$ cat config.mk
export PLATFORM = sky130hd
export DESIGN_NAME = issue_scoreboard
export DESIGN_NICKNAME = d
export VERILOG_FILES = /design/src/rtl/issue_scoreboard.sv
export SDC_FILE = /design/constraint.sdc
export NUM_CORES = 1
export LEC_CHECK = 0
export BUFFER_PORTS_ARGS = -buffer_cell sky130_fd_sc_hd__buf_2
export CORE_ASPECT_RATIO = 2
export CORE_MARGIN = 5
export CORE_UTILIZATION = 30
export DETAILED_ROUTE_END_ITERATION = 8
export PLACE_DENSITY = 0.52
export RECOVER_POWER = 100
export SLEW_MARGIN = 5
export SYNTH_ARGS = -nofsm -noshare
export SYNTH_HDL_FRONTEND = slang
export SYNTH_SLANG_ARGS = --single-unit
$ cat constraint.sdc
create_clock -name clk -period 7.4 [get_ports clk]
set_clock_uncertainty 0.1 [all_clocks]
set_input_delay 1.11 -clock clk [delete_from_list [all_inputs] [get_ports clk]]
set_output_delay 1.11 -clock clk [all_outputs]
set_load 0.05 [all_outputs]
$ cat src/rtl/issue_scoreboard.sv
// Dual-issue scoreboard for the master/slave integer pipes. It tracks in-flight register
// writes, decides each cycle how much of the decoded pair issues, and drains on request.
module issue_scoreboard (
    input  logic       clk,
    input  logic       rst,
    input  logic       flush,
    input  logic       m_valid,
    input  logic [4:0] m_rs,
    input  logic [4:0] m_rt,
    input  logic       m_wen,
    input  logic [4:0] m_wa,
    input  logic       s_valid,
    input  logic [4:0] s_rs,
    input  logic [4:0] s_rt,
    input  logic       s_wen,
    input  logic [4:0] s_wa,
    input  logic       s_pair_ok,
    input  logic       wb1_en,
    input  logic [4:0] wb1_wa,
    input  logic       wb2_en,
    input  logic [4:0] wb2_wa,
    input  logic       sync_req,
    output logic       m_issue,
    output logic       s_issue,
    output logic       sync_ack,
    output logic [5:0] pending_cnt
);

    typedef enum logic [1:0] {RUN, DRAIN, ACK} state_t;

    state_t      state;
    logic [31:0] pending;
    logic [31:0] wbclr;
    logic [31:0] eff;
    logic [31:0] set_vec;
    logic [31:0] pending_next;
    logic        m_haz;
    logic        s_haz;
    logic        pair_dep;

    function automatic logic [5:0] popcount32(input logic [31:0] v);
        logic [5:0] n;
        n = '0;
        for (int i = 0; i < 32; i++) begin
            n = n + {5'd0, v[i]};
        end
        return n;
    endfunction

    // Write-back clears count as ready this cycle thanks to register-file write-through.
    always_comb begin
        wbclr = '0;
        if (wb1_en) wbclr[wb1_wa] = 1'b1;
        if (wb2_en) wbclr[wb2_wa] = 1'b1;
    end

    assign eff = pending & ~wbclr;

    assign m_haz    = eff[m_rs] | eff[m_rt] | (m_wen & eff[m_wa]);
    assign pair_dep = m_wen & (m_wa != 5'd0) &
                      ((s_rs == m_wa) | (s_rt == m_wa) | (s_wen & (s_wa == m_wa)));
    assign s_haz    = eff[s_rs] | eff[s_rt] | (s_wen & eff[s_wa]) | pair_dep;

    assign m_issue = m_valid & (state == RUN) & ~sync_req & ~flush & ~m_haz;
    assign s_issue = m_issue & s_valid & s_pair_ok & ~s_haz;

    always_comb begin
        set_vec = '0;
        if (m_issue && m_wen) set_vec[m_wa] = 1'b1;
        if (s_issue && s_wen) set_vec[s_wa] = 1'b1;
        if (flush) begin
            pending_next = '0;
        end else begin
            pending_next = eff | set_vec;
        end
        pending_next[0] = 1'b0;
    end

    always_ff @(posedge clk or posedge rst) begin
        if (rst) begin
            state       <= RUN;
            pending     <= '0;
            sync_ack    <= 1'b0;
            pending_cnt <= '0;
        end else begin
            pending     <= pending_next;
            pending_cnt <= popcount32(pending_next);
            sync_ack    <= 1'b0;
            if (flush) begin
                state <= RUN;
            end else begin
                case (state)
                    RUN: begin
                        if (sync_req) state <= DRAIN;
                    end
                    DRAIN: begin
                        if (eff == 32'd0) begin
                            state    <= ACK;
                            sync_ack <= 1'b1;
                        end
                    end
                    ACK: begin
                        state <= RUN;
                    end
                    default: begin
                        state <= RUN;
                    end
                endcase
            end
        end
    end

endmodule

==> flow_metrics.env <==
export IMPL_syn_avg_cell_area_sq_um=7.842
export IMPL_power_per_cell_area_nw_per_um2=81.34
export IMPL_finalWorstPathRequiredPeriod_ns=8.011
export IMPL_avgViaCountPerCell=6.016
export IMPL_finalSetupViolCount=6
export IMPL_worst_setup_path_start_kind="input port"
export IMPL_grt_max_degree=45
export IMPL_cts_buffers_inserted=5
export IMPL_cts_clk_slew_worst_paths_ns=0.06
export IMPL_dr_total_vias=7418
export IMPL_clock_sinks=40
export IMPL_status="finished, violations left"
export IMPL_ys_types=78
export IMPL_placedCellCount=1205
export IMPL_drv_slew=41
export IMPL_totalWireLength_um=30940
export IMPL_crit_top_cell="fa_1"
export IMPL_route_antenna_remaining_nets=0
export IMPL_synth_seq_area_share_pct=17.88
export IMPL_met1_length_um=9575
export IMPL_grt_pass1_wl_um=46100
export IMPL_ir_worst_vdd_mv=0.1045
export IMPL_mostFrequentLayoutCells="268 x buf_4, 84 x nor2_1, 44 x buf_2, 41 x nand2_1, 40 x dfrtp_1"
export IMPL_fill_cells=1802
export IMPL_p_total_mw=0.7276
export IMPL_maxCapViolations=1
export IMPL_critPathSlowestCell="or4b_4"
export IMPL_die_h_um=203.2
export IMPL_start_util_pct=30.59
export IMPL_timing_final_hold_violations=0
export IMPL_fmax_mhz=124.8
export IMPL_async_flop_share_pct=100.0
export IMPL_final_common_cell="buf_4"
export IMPL_fin_hold_ws_ns=0.3612
export IMPL_nNetsFinal=1097
export IMPL_routed_top_layer="met4"
export IMPL_drt_pre_antenna_iters=5
export IMPL_violations="capacitance limit, slew limit, setup timing"
export IMPL_critPathMaxFanout=8
export IMPL_grt_pass1_vias=7859
export IMPL_instances_no_fill=1233
export IMPL_drc=0
export IMPL_synthToLayoutAreaGrowth_pct=59.75
export IMPL_final_core_util_pct=48.87
export IMPL_path_delay_family="adder cells"
export IMPL_gp_congestion=1.031
export IMPL_syn_nets=795
export IMPL_wl_per_cell_um=25.09
export IMPL_post_route_period_util_pct=108.3
export IMPL_critical_path_class="input port to flop"
export IMPL_die_w_um=106.6
export IMPL_syn_area_sq_um=5599
export IMPL_post_dp_cell_area_sq_um=8193
export IMPL_antenna_found_initial=0
export IMPL_drive_gt1_share_pct=41.99
export IMPL_path_buf_inv=8
export IMPL_final_area_sq_um=8945
export IMPL_yosys_warnings=0
export IMPL_critPathCaptureType="flop"
export IMPL_rsz0062_at_grt="yes"
export IMPL_syn_inst=714
export IMPL_hold_path_class="flop to flop"
export IMPL_synth_edf_count=0
export IMPL_grt_remaining_overflow=0
export IMPL_cts_tree="yes"
export IMPL_insertion_delay_ns=0.29
export IMPL_critPathMaxStageDelay_ns=0.59
export IMPL_hpwlAfterDp_um=25200
export IMPL_rows=70
export IMPL_cts_max_path_buffers=2
export IMPL_p_leak_nw=3.891
export IMPL_ys_ff_latch=40
export IMPL_pre_cts_ws_ns=-1.061
export IMPL_port_buffers=59
export IMPL_maxSlewHeadroom_pct=-49.09
export IMPL_crit_arrival_ns=8.13
export IMPL_num_io_pins=60
export IMPL_met3WireLength_um=1621
export IMPL_root_buffer="clkbuf_16"
export IMPL_fp_dieArea_sq_um=21660
export IMPL_met2_length_um=16100
export IMPL_placeableCoreArea_sq_um=18310
export IMPL_drt_iter0_markers=378
export IMPL_worst_slack_ns=-0.6111
export IMPL_htree_num_levels=2
export IMPL_required_ns=7.52
export IMPL_grt_usage_pct=28.44
export IMPL_setup_tns_final_ns=-3.024
export IMPL_tightest_slew_ns=2.236
export IMPL_synth_main_ff_cell="dfrtp_1"
export IMPL_diodes=0
## routing by layer
layer,up-vias,global-route usage [%]
met3,200,3.896
met4,0,25.88
li1,3358,-
met5,-,0
met1,3507,25.80
met2,353,52.89
## state kept, by name, summed over array words and instances, names as in the netlist
name         cells
pending         31
pending_cnt      6
sync_ack         1
state            2
## report_power, final
group	leakage [nW]	internal [mW]	switching, mW	total [mW]
clock	0.0808	0.159	0.0890	0.248
combinational	3.25	0.116	0.143	0.259
sequential	0.557	0.220	0.000986	0.221
total	3.89	0.495	0.233	0.728
## worst register-to-register path: cells and delay by family, from the launching register on
| family | cells | cell delay (ns) |
|---|---|---|
| buffers and inverters | 9 | 0.98 |
| AOI/OAI and AO/OA | 7 | 1.19 |
| and+or+nand+nor | 3 | 0.89 |
| DFF | 1 | 0.34 |
| xor gates and xnor gates | 1 | 0.12 |
| adders and majority gates | 8 | 3.37 |
## cell type report
class / instances / area [sq um] / area share [%]
timing repair buffer: 349 / 2769 / 30.96
sequential: 40 / 1001 / 11.19
multi-input combinational: 580 / 4591 / 51.32
clock inverter: 2 / 35.03 / 0.3917
inverter: 40 / 150.1 / 1.679
tap: 216 / 270.3 / 3.021
clock buffer: 6 / 128.9 / 1.441
## timing repair
action | CTS | global route
pin swaps | 9 | 24
setup endpoints to repair | 6 | 6
cloned | 2 | 0
buffers inserted | 12 | 8
hold buffers | 0 | 0
gates resized for setup | 54 | 22
## path summary, 6_finish.rpt
| kind | startpoint | endpoint | slack (ns) | cells past startpoint |
|---|---|---|---|---|
| hold reg to reg | state[1]$_DFFE_PP0P_ | sync_ack$_DFF_PP0_ | 0.36 | 1 |
| hold / removal | state[1]$_DFFE_PP0P_ | sync_ack$_DFF_PP0_ | 0.36 | 1 |
| min in group asynchronous | rst | pending[30]$_DFF_PP0_ | 1.52 | 3 |
| setup / recovery | wb1_wa[0] | pending_cnt[4]$_DFF_PP0_ | -0.61 | 27 |
| max in group asynchronous | rst | state[0]$_DFFE_PP0P_ | 4.39 | 3 |
| setup reg to reg | pending[16]$_DFF_PP0_ | pending_cnt[4]$_DFF_PP0_ | 0.34 | 28 |
## cell families after synthesis
kind of cell             after synthesis  synth area share [%]
AO/OA/AOI/OAI                        229                 31.44
XOR/XNOR                              19                 2.972
adder cells (fa/ha/maj)               30                 9.788
buffers and inverters                 94                 6.570
flip-flops                            40                 17.88
multiplexers                          23                 5.073
AND/OR/NAND/NOR                      279                 26.28
## synthesized netlist by cell type, drive strengths merged (5+ instances only)
| master | count | area share (%) |
|---|---|---|
| xor2 | 12 | 1.9 |
| nand3 | 22 | 2.0 |
| or3 | 6 | 0.67 |
| mux2i | 16 | 2.9 |
| dfrtp | 40 | 18 |
| o311ai | 6 | 1.1 |
| o211ai | 8 | 1.1 |
| nor2 | 85 | 5.7 |
| nand2b | 15 | 1.7 |
| a31oi | 5 | 0.56 |
| xnor2 | 7 | 1.1 |
| ha | 7 | 1.6 |
| fa | 23 | 8.2 |
| a21oi | 42 | 3.8 |
| or2 | 7 | 0.78 |
| o32ai | 5 | 0.78 |
| clkbuf | 44 | 2.9 |
| o31a | 19 | 3.0 |
| inv | 39 | 2.6 |
| nand4b | 9 | 1.4 |
| o221a | 6 | 1.2 |
| o31ai | 28 | 4.2 |
| a22oi | 5 | 0.67 |
| nor4 | 11 | 1.2 |
| nand4bb | 6 | 1.2 |
| buf | 10 | 0.94 |
| o221ai | 33 | 5.8 |
| o22ai | 15 | 1.7 |
| nor2b | 7 | 0.78 |
| nand4 | 19 | 2.1 |
| nand2 | 41 | 2.7 |
| nor3 | 30 | 2.7 |
| o21ai | 18 | 1.6 |
Power figures use the tool's default switching activity.
